==> config.mk <==
export PLATFORM = sky130hd
export DESIGN_NAME = mat_vec_res_serializer
export DESIGN_NICKNAME = d
export VERILOG_FILES = /design/src/rtl/mat_vec_res_serializer_pkg.sv /design/src/rtl/mat_vec_res_serializer_word_to_byte_skid.sv /design/src/rtl/mat_vec_res_serializer.sv
export SDC_FILE = /design/constraint.sdc
export NUM_CORES = 1
export LEC_CHECK = 0
export ABC_AREA = 1
export BUFFER_PORTS_ARGS = -buffer_cell sky130_fd_sc_hd__buf_2
export CAP_MARGIN = 20
export CELL_PAD_IN_SITES_DETAIL_PLACEMENT = 1
export CELL_PAD_IN_SITES_GLOBAL_PLACEMENT = 1
export CORE_AREA = 2 2 99 101
export CTS_BUF_LIST = sky130_fd_sc_hd__clkbuf_8
export CTS_CLUSTER_DIAMETER = 60
export DETAILED_ROUTE_END_ITERATION = 12
export DIE_AREA = 0 0 101 103
export PLACE_DENSITY = 0.8
export SYNTH_ARGS = -nofsm -noshare
export SYNTH_HDL_FRONTEND = slang
export SYNTH_SLANG_ARGS = --single-unit
==> constraint.sdc <==
create_clock -name i_clk -period 4.85 [get_ports i_clk]
set_input_delay 0.97 -clock i_clk [delete_from_list [all_inputs] [get_ports i_clk]]
set_output_delay 0.97 -clock i_clk [all_outputs]
set_load 0.02 [all_outputs]
==> src/rtl/mat_vec_res_serializer_pkg.sv <==
// Shared constants, FSM encoding and width helper for the mat-vec result serializer.
`ifndef CLOG2
`define CLOG2(x) (((x) <= 1) ? 1 : $clog2(x))
`endif

package mat_vec_res_serializer_pkg;

    localparam int Y_BYTES_L1 = 104;
    localparam int Y_BYTES_L3 = 159;
    localparam int Y_BYTES_L5 = 202;

    typedef enum logic [1:0] {
        ST_IDLE   = 2'd0,
        ST_FETCH  = 2'd1,
        ST_STREAM = 2'd2,
        ST_DONE   = 2'd3
    } state_t;

    function automatic int y_bytes_of(input logic [15:0] param_set);
        if (param_set == "L5") begin
            return Y_BYTES_L5;
        end else if (param_set == "L3") begin
            return Y_BYTES_L3;
        end
        return Y_BYTES_L1;
    endfunction

    function automatic int n_words_of(input int y_bytes, input int n_gf);
        return (y_bytes + n_gf - 1) / n_gf;
    endfunction

    function automatic int last_bytes_of(input int y_bytes, input int n_gf);
        return y_bytes - (n_words_of(y_bytes, n_gf) - 1) * n_gf;
    endfunction

endpackage

==> src/rtl/mat_vec_res_serializer_word_to_byte_skid.sv <==
// Word-to-byte converter: current-word shift register plus one prefetch word,
// presenting bytes MSB first on a valid/ready interface.
module word_to_byte_skid
    import mat_vec_res_serializer_pkg::*;
#(
    parameter int N_GF       = 4,
    parameter int LAST_BYTES = 4
) (
    input  logic                i_clk,
    input  logic                i_rst,
    input  logic                i_load,
    input  logic                i_load_last,
    input  logic [N_GF*8-1:0]   i_word,
    output logic                o_pf_free,
    output logic [7:0]          o_byte,
    output logic                o_byte_valid,
    input  logic                i_byte_ready,
    output logic                o_last_xfer
);
    localparam int PROC_SIZE = N_GF * 8;
    localparam int CNT_W     = $clog2(N_GF + 1);
    localparam logic [CNT_W-1:0] FULL_CNT = CNT_W'(N_GF);
    localparam logic [CNT_W-1:0] LAST_CNT = CNT_W'(LAST_BYTES);
    localparam logic [CNT_W-1:0] ONE_CNT  = CNT_W'(1);

    logic [PROC_SIZE-1:0] r_sr;
    logic [PROC_SIZE-1:0] r_pf;
    logic [CNT_W-1:0]     r_sr_cnt;
    logic                 r_sr_last;
    logic                 r_pf_valid;
    logic                 r_pf_last;

    logic                 w_xfer;
    logic                 w_sr_empty_next;
    logic                 w_pf_valid_next;
    logic [CNT_W-1:0]     w_load_cnt;
    logic [CNT_W-1:0]     w_pf_cnt;

    assign w_xfer          = o_byte_valid && i_byte_ready;
    assign w_sr_empty_next = (r_sr_cnt == '0) || ((r_sr_cnt == ONE_CNT) && w_xfer);
    assign w_load_cnt      = i_load_last ? LAST_CNT : FULL_CNT;
    assign w_pf_cnt        = r_pf_last ? LAST_CNT : FULL_CNT;

    // The shift register takes priority for an arriving word, so prefetch only
    // stays occupied when the current word still has bytes left after this edge.
    always_comb begin
        w_pf_valid_next = r_pf_valid || i_load;
        if (w_sr_empty_next) begin
            w_pf_valid_next = r_pf_valid && i_load;
        end
    end

    assign o_pf_free    = !w_pf_valid_next;
    assign o_byte       = r_sr[PROC_SIZE-1 -: 8];
    assign o_byte_valid = (r_sr_cnt != '0);
    assign o_last_xfer  = w_xfer && (r_sr_cnt == ONE_CNT) && r_sr_last;

    always_ff @(posedge i_clk) begin
        if (i_rst) begin
            r_sr       <= '0;
            r_pf       <= '0;
            r_sr_cnt   <= '0;
            r_sr_last  <= 1'b0;
            r_pf_valid <= 1'b0;
            r_pf_last  <= 1'b0;
        end else begin
            r_pf_valid <= w_pf_valid_next;
            if (w_sr_empty_next) begin
                if (r_pf_valid) begin
                    r_sr      <= r_pf;
                    r_sr_cnt  <= w_pf_cnt;
                    r_sr_last <= r_pf_last;
                    if (i_load) begin
                        r_pf      <= i_word;
                        r_pf_last <= i_load_last;
                    end
                end else if (i_load) begin
                    r_sr      <= i_word;
                    r_sr_cnt  <= w_load_cnt;
                    r_sr_last <= i_load_last;
                end else begin
                    r_sr      <= r_sr << 8;
                    r_sr_cnt  <= '0;
                    r_sr_last <= 1'b0;
                end
            end else begin
                if (w_xfer) begin
                    r_sr     <= r_sr << 8;
                    r_sr_cnt <= r_sr_cnt - ONE_CNT;
                end
                if (i_load) begin
                    r_pf      <= i_word;
                    r_pf_last <= i_load_last;
                end
            end
        end
    end

endmodule

==> src/rtl/mat_vec_res_serializer.sv <==
// Drains the mat-vec result memory in address order and streams y as bytes.
// state  | meaning
// IDLE   | waiting for i_start
// FETCH  | read of word 0 issued
// STREAM | bytes flowing; further reads issued as prefetch space allows
// DONE   | one-cycle completion pulse, then back to IDLE
module mat_vec_res_serializer
    import mat_vec_res_serializer_pkg::*;
#(
    parameter logic [15:0] PARAMETER_SET = "L1",
    parameter int          N_GF          = 4,
    parameter int          Y_BYTES       = y_bytes_of(PARAMETER_SET),
    parameter int          PROC_SIZE     = N_GF * 8,
    parameter int          N_WORDS       = n_words_of(Y_BYTES, N_GF),
    parameter int          LAST_BYTES    = last_bytes_of(Y_BYTES, N_GF)
) (
    input  logic                          i_clk,
    input  logic                          i_rst,
    input  logic                          i_start,
    output logic                          o_res_en,
    output logic [`CLOG2(N_WORDS)-1:0]    o_res_addr,
    input  logic [PROC_SIZE-1:0]          i_res,
    output logic [7:0]                    o_byte,
    output logic                          o_byte_valid,
    input  logic                          i_byte_ready,
    output logic                          o_busy,
    output logic                          o_done
);
    localparam int ADDR_W = `CLOG2(N_WORDS);
    localparam int RD_W   = $clog2(N_WORDS + 1);
    localparam logic [RD_W-1:0]   RD_ONE   = RD_W'(1);
    localparam logic [RD_W-1:0]   RD_ALL   = RD_W'(N_WORDS);
    localparam logic [ADDR_W-1:0] ADDR_ONE = ADDR_W'(1);

    state_t            r_state;
    state_t            w_state_next;
    logic [ADDR_W-1:0] r_addr;
    logic [RD_W-1:0]   r_rd_left;
    logic              r_rd_d;
    logic              r_rd_last_d;

    logic              w_issue;
    logic              w_pf_free;
    logic              w_last_xfer;

    always_comb begin
        w_state_next = r_state;
        w_issue      = 1'b0;
        case (r_state)
            ST_IDLE: begin
                if (i_start) begin
                    w_state_next = ST_FETCH;
                end
            end
            ST_FETCH: begin
                w_issue      = 1'b1;
                w_state_next = ST_STREAM;
            end
            ST_STREAM: begin
                w_issue = w_pf_free && (r_rd_left != '0);
                if (w_last_xfer) begin
                    w_state_next = ST_DONE;
                end
            end
            ST_DONE: begin
                w_state_next = ST_IDLE;
            end
            default: begin
                w_state_next = ST_IDLE;
            end
        endcase
    end

    // The address stops on the last word instead of wrapping past N_WORDS-1.
    always_ff @(posedge i_clk) begin
        if (i_rst) begin
            r_state     <= ST_IDLE;
            r_addr      <= '0;
            r_rd_left   <= '0;
            r_rd_d      <= 1'b0;
            r_rd_last_d <= 1'b0;
        end else begin
            r_state     <= w_state_next;
            r_rd_d      <= w_issue;
            r_rd_last_d <= w_issue && (r_rd_left == RD_ONE);
            if ((r_state == ST_IDLE) && i_start) begin
                r_addr    <= '0;
                r_rd_left <= RD_ALL;
            end else if (r_state == ST_DONE) begin
                r_addr <= '0;
            end else if (w_issue) begin
                r_rd_left <= r_rd_left - RD_ONE;
                if (r_rd_left != RD_ONE) begin
                    r_addr <= r_addr + ADDR_ONE;
                end
            end
        end
    end

    word_to_byte_skid #(
        .N_GF       (N_GF),
        .LAST_BYTES (LAST_BYTES)
    ) u_skid (
        .i_clk        (i_clk),
        .i_rst        (i_rst),
        .i_load       (r_rd_d),
        .i_load_last  (r_rd_last_d),
        .i_word       (i_res),
        .o_pf_free    (w_pf_free),
        .o_byte       (o_byte),
        .o_byte_valid (o_byte_valid),
        .i_byte_ready (i_byte_ready),
        .o_last_xfer  (w_last_xfer)
    );

    assign o_res_en   = w_issue;
    assign o_res_addr = r_addr;
    assign o_busy     = (r_state != ST_IDLE);
    assign o_done     = (r_state == ST_DONE);

endmodule

* Word level (Yosys, flattened, before mapping)
Index checks and enable logic that the tools add are counted. W data, S select, Z words.
Storage, ports and cells: logic and storage cells 73, bits of input ports 36, output and inout bits 17, bits in registers 84
Cells by class: equal/unequal tests 10, bitwise gates (word level) 1, add/sub/neg operators 3, reductions and logical operators 23, muxes and demuxes 24
Operators with widths (number):
- $mux W32 | 7
- $mux W5 | 3
- $mux W3 | 4
- $pmux W2 S4 | 1
- $reduce_and A2 Y1 | 4
- $logic_and A1 B1 Y1 | 7
- $mux W1 | 6
- $ne A2 B1 Y1 const B | 3
- $reduce_bool A2 Y1 | 3
- $add A5 B1 Y5 const B | 1
- $eq A5 B1 Y1 const B | 1
- $ne A5 B1 Y1 const B | 1
- $reduce_bool A5 Y1 | 1
- $sub A5 B1 Y5 const B | 1
- $eq A2 B2 Y1 const B | 2
- $mux W2 | 2
- $eq A3 B1 Y1 const B | 1
- $logic_not A3 Y1 | 1
- $reduce_bool A3 Y1 | 1
- $reduce_or A3 Y1 | 1
- $sub A3 B1 Y3 const B | 1
- $eq A2 B1 Y1 const B | 1
- $logic_not A2 Y1 | 1
- $logic_or A1 B1 Y1 | 2
- other kinds (5) | 5

* Logic depth before layout (Yosys ltp)
word-level depth 11, gate-level depth with buffers 13, depth with buffers taken out 13

* Hierarchy
From an unflattened synthesis, not the netlist that was laid out.
Second synthesis, totals: cell total of the unflattened synthesis 640, area total of the unflattened synthesis 4346.7 µm²
By module, submodules not included:
- word_to_byte_skid | area each 3514.6 µm², sequential area each 1401.3 µm², instances 1, cells an instance 528
- mat_vec_res_serializer | area each 832.0 µm², sequential area each 280.3 µm², instances 1, cells an instance 112

* Worst setup path before layout
No wires, ideal clock.
path type in2out, start input i_byte_ready, end output o_res_en, arrival 1.558 ns, setup slack 2.322 ns, stages 6, data required time 3.880 ns, buffers on the path 0, path through nand4_4 > nand3_1 > nand3_1 > nand2_2 > nand2_4 > inv_2
On the way: word-level cells in the longest chain between the ends 7
RTL lines:
- start: declaration | RTL line mat_vec_res_serializer.sv:25 | input logic i_byte_ready,
- $logic_and A1 B1 Y1 | RTL line mat_vec_res_serializer_word_to_byte_skid.sv:39 | assign w_xfer = o_byte_valid && i_byte_ready;
- $logic_and A1 B1 Y1 | RTL line mat_vec_res_serializer_word_to_byte_skid.sv:40 | assign w_sr_empty_next = (r_sr_cnt == '0) || ((r_sr_cnt == ONE_CNT) && w_xfer);
- $logic_or A1 B1 Y1 | RTL line mat_vec_res_serializer_word_to_byte_skid.sv:40
- $mux W1 | RTL line mat_vec_res_serializer_word_to_byte_skid.sv:48 | if (w_sr_empty_next) begin
- $logic_not A1 Y1 | RTL line mat_vec_res_serializer_word_to_byte_skid.sv:53 | assign o_pf_free = !w_pf_valid_next;
- $logic_and A1 B1 Y1 | RTL line mat_vec_res_serializer.sv:60 | w_issue = w_pf_free && (r_rd_left != '0);
- $pmux W1 S2 | RTL line mat_vec_res_serializer.sv:49 | case (r_state)
- end: declaration | RTL line mat_vec_res_serializer.sv:20 | output logic o_res_en,
Every way passes these cells.

* Final worst setup path
start register u_skid.r_pf_valid, end output o_res_en
On the way: word-level cells in the longest chain between the ends 5, elaborated cells between the ends (all ways) 6, those cells by class 2 x mux; 4 x reduce/logical
RTL lines:
- start: declaration | RTL line mat_vec_res_serializer_word_to_byte_skid.sv:30 | logic r_pf_valid;
- start signal: assignment | RTL line mat_vec_res_serializer_word_to_byte_skid.sv:67 | r_pf_valid <= w_pf_valid_next;
- $logic_or A1 B1 Y1 / $logic_and A1 B1 Y1 (equally long branches) | RTL line mat_vec_res_serializer_word_to_byte_skid.sv:47, mat_vec_res_serializer_word_to_byte_skid.sv:49
- $mux W1 * | RTL line mat_vec_res_serializer_word_to_byte_skid.sv:48
- $logic_not A1 Y1 * | RTL line mat_vec_res_serializer_word_to_byte_skid.sv:53
- $logic_and A1 B1 Y1 * | RTL line mat_vec_res_serializer.sv:60
- $pmux W1 S2 * | RTL line mat_vec_res_serializer.sv:49
Mark *: on every way between the ends. The rest lies on a longest branch, timed or not.

==> impl_metrics.toml <==
[routing]
wire_per_inst_um = 15.8
routed_via_density = 5.34
num_vias = 3680
drt_iter0_markers = 123
drc = 0
final_antenna_net_count = 0
wl_um = 10900
firstDrtPassIters = 4

[yosys]
yosys.area_share.simple = 0.198
syn_nets = 594
synth_seq_cells = 84
syn-cell-area_um2 = 4100
synthTopCellsByArea = "dfxtp_1 (41%), nand2_1 (9.7%), o21ai_0 (7.7%)"
muxShareOfSynthArea = 0
synth.distinct_cells = 36
synth-adder-area-share = 0.0397
synth_xor_area_frac = 0.0128
synth_top_family_by_area = "compound AO/OA/AOI/OAI gates"
synth-compound-area-share = 0.234
ys_seq_area_frac = 0.410
synth_top_area_frac = 0.410
yosys.area.top_type = "dfxtp_1"
syn_inst = 545
avgSynthCellArea_um2 = 7.53
yosysWarnings = 0

[cells_and_area]
layout.cells.most_common = "nand2_1"
stdcell_area_um2 = 4450
final_cell_mix = "nand2_1 (106), dfxtp_1 (84), o21ai_0 (63), nor2_1 (58), a21oi_1 (56)"
antenna_cells = 0
fin_nets = 620
utilization = 0.471
drive_gt1_frac = 0.181
syn_to_final_growth_pct = 8.54

[setup_path]
cp-end-kind = "output port"
crit_arrival_ps = 2520
worstSetupPathDepth = 8
cp_max_fo = 27
crit_type = "flip-flop to output port"
cpMaxStageDelayCell = "dfxtp_1"
ff2ff_path_depth = 6
cp_top_family = "flip-flops"
max_stage_delay_ps = 1010
worstPathRequired_ps = 3880
cp-start-kind = "flip-flop"
path_cells = "inv_4 > nand2_2 > nand3_1 > nand3_1 > nand2_2 > nand2_4 > inv_2 > buf_2"
crit_buf_inv = 3

[flow_run]
cap_violations = 0

[timing]
slew_violations = 0
worst_slew_pin_slew_ps = 1050
setup_tns_ps = 0
min_period_ps = 3490
timing.final.ws_setup_ps = 1360
rsz0062_at_grt = "no"
final_min_period_over_clock_period = 0.719
setup_viol = 0
hold_slack_ps = 473
fin_worst_skew_ps = 12.7
hold_viol_final = 0
fmax_mhz = 287
slew_headroom = 0.300

[die]
die_w_um = 101
start_util = 0.434
core_area_um2 = 9460
die_area_um2 = 10400
die_h_um = 103
rows = 36
io_pins = 53

[clock_network]
cts_tree = "done"
clk_latency_ps = 360
ctsResizeCount = 0
clockBufferDepth = 2
tritoncts.num_buffers = 9
clock-sinks = 84
root_buffer = "clkbuf_8"
htree_levels = 3
clk_pin_slew_ps = 80
postCtsSetupBuffers = 0
ctsHoldBuffers = 0

[placement]
io_buffers = 52
post-place-ws_ps = 1670
dpl-instance-area_um2 = 4280
dpl.hpwl_um = 7420
routabilityCongestion = 0.783

[grt]
grt_pass1_vias = 3837
grt_overflow = 0
antenna_found_initial = 0
grt_pass1_wl_um = 18000
grt.total_usage = 0.217
grt_max_degree = 42

[pwr]
ir_drop_mv = 0.235
power.density_nw_per_um2 = 560
leakage_uw = 0.00194

[outcome]
outcome = "complete, no violations"

[min_path]
hold_path.class = "flip-flop to flip-flop"
hold_depth = 2
cells by family (layout without fill, tap and decap cells):
group,after synthesis,after routing
xor+xnor,6,6
flops,84,84
buf+inv,89,119
simple gates,188,188
compound gates,165,165
fa+ha+maj,13,13
worst paths after layout:
kind	endpoint	startpoint	slack, ps
setup / recovery	o_res_en	u_skid.r_pf_valid	1360
hold / removal	u_skid.r_sr_cnt[1]	u_skid.r_sr_cnt[1]	470
setup reg to reg	u_skid.r_pf[7]	u_skid.r_pf_valid	2060
hold reg to reg	u_skid.r_sr_cnt[1]	u_skid.r_sr_cnt[1]	470
synth_stat cells:
| cell type | count |
|---|---|
| buf_2 | 5 |
| nand2_2 | 5 |
| ha_1 | 13 |
| nand2_4 | 4 |
| o21ai_0 | 63 |
| a21oi_1 | 56 |
| o21a_1 | 1 |
| inv_4 | 2 |
| clkbuf_2 | 1 |
| nand4_1 | 1 |
| nor2_4 | 1 |
| nor2_8 | 1 |
| nor2_1 | 58 |
| nand3_2 | 1 |
| a211oi_1 | 4 |
| a211oi_2 | 9 |
| buf_6 | 5 |
| nand3_1 | 6 |
| inv_2 | 8 |
| inv_1 | 39 |
| nor3_1 | 2 |
| a31oi_1 | 12 |
| or2_2 | 2 |
| nand4_4 | 1 |
| o21bai_1 | 11 |
| o211ai_2 | 1 |
| nand2_1 | 106 |
| xnor2_1 | 2 |
| buf_1 | 2 |
| clkbuf_1 | 13 |
| buf_4 | 13 |
| o211ai_1 | 1 |
| xor2_1 | 4 |
| o21ai_1 | 7 |
| clkinv_1 | 1 |
| dfxtp_1 | 84 |
flip-flops by register name (all words and copies together), names as in the netlist:
name,count
u_skid.r_sr_last,1
u_skid.r_sr,32
u_skid.r_pf_valid,1
u_skid.r_pf_last,1
r_rd_left,5
u_skid.r_sr_cnt,3
r_state,2
u_skid.r_pf,32
r_rd_d,1
o_res_addr,5
r_rd_last_d,1
metal layers:
metal | global-route usage | part of all wire
met5 | 0 | 0
met4 | 0.0696 | 0.017
met3 | 0.0325 | 0.028
met2 | 0.391 | 0.50
met1 | 0.267 | 0.46
stage by stage:
step	total power, µW	instances
3_3_place_gp	2000	674
6_report	2490	689
5_1_grt	2690	689
2_1_floorplan	1840	545
3_5_place_dp	2060	674
4_1_cts	2520	689
worst reg2reg max path, stage by stage (launching register included):
cell and delay, ps:
dfxtp_1 1010, nand2_1 220, nand2_1 150, nand2_2 320, inv_2 680, o21ai_0 210, a21oi_1 140
layout make-up:
| type | instances | area [µm²] |
|---|---|---|
| well taps | 114 | 143 |
| clock buffers | 9 | 124 |
| flip-flops and latches | 84 | 1680 |
| fillers | 1203 | 5010 |
| inverters | 50 | 193 |
| multi-input cells | 372 | 1990 |
| clock inverters | 6 | 48.8 |
| repair buffers | 54 | 275 |
report_power, final:
group	internal (µW)	switching [µW]	total, µW
clock network	187	266	454
logic	350	745	1100
registers	843	100	943
total	1380	1110	2490
Note: power is estimated with default switching activity, not from simulation.
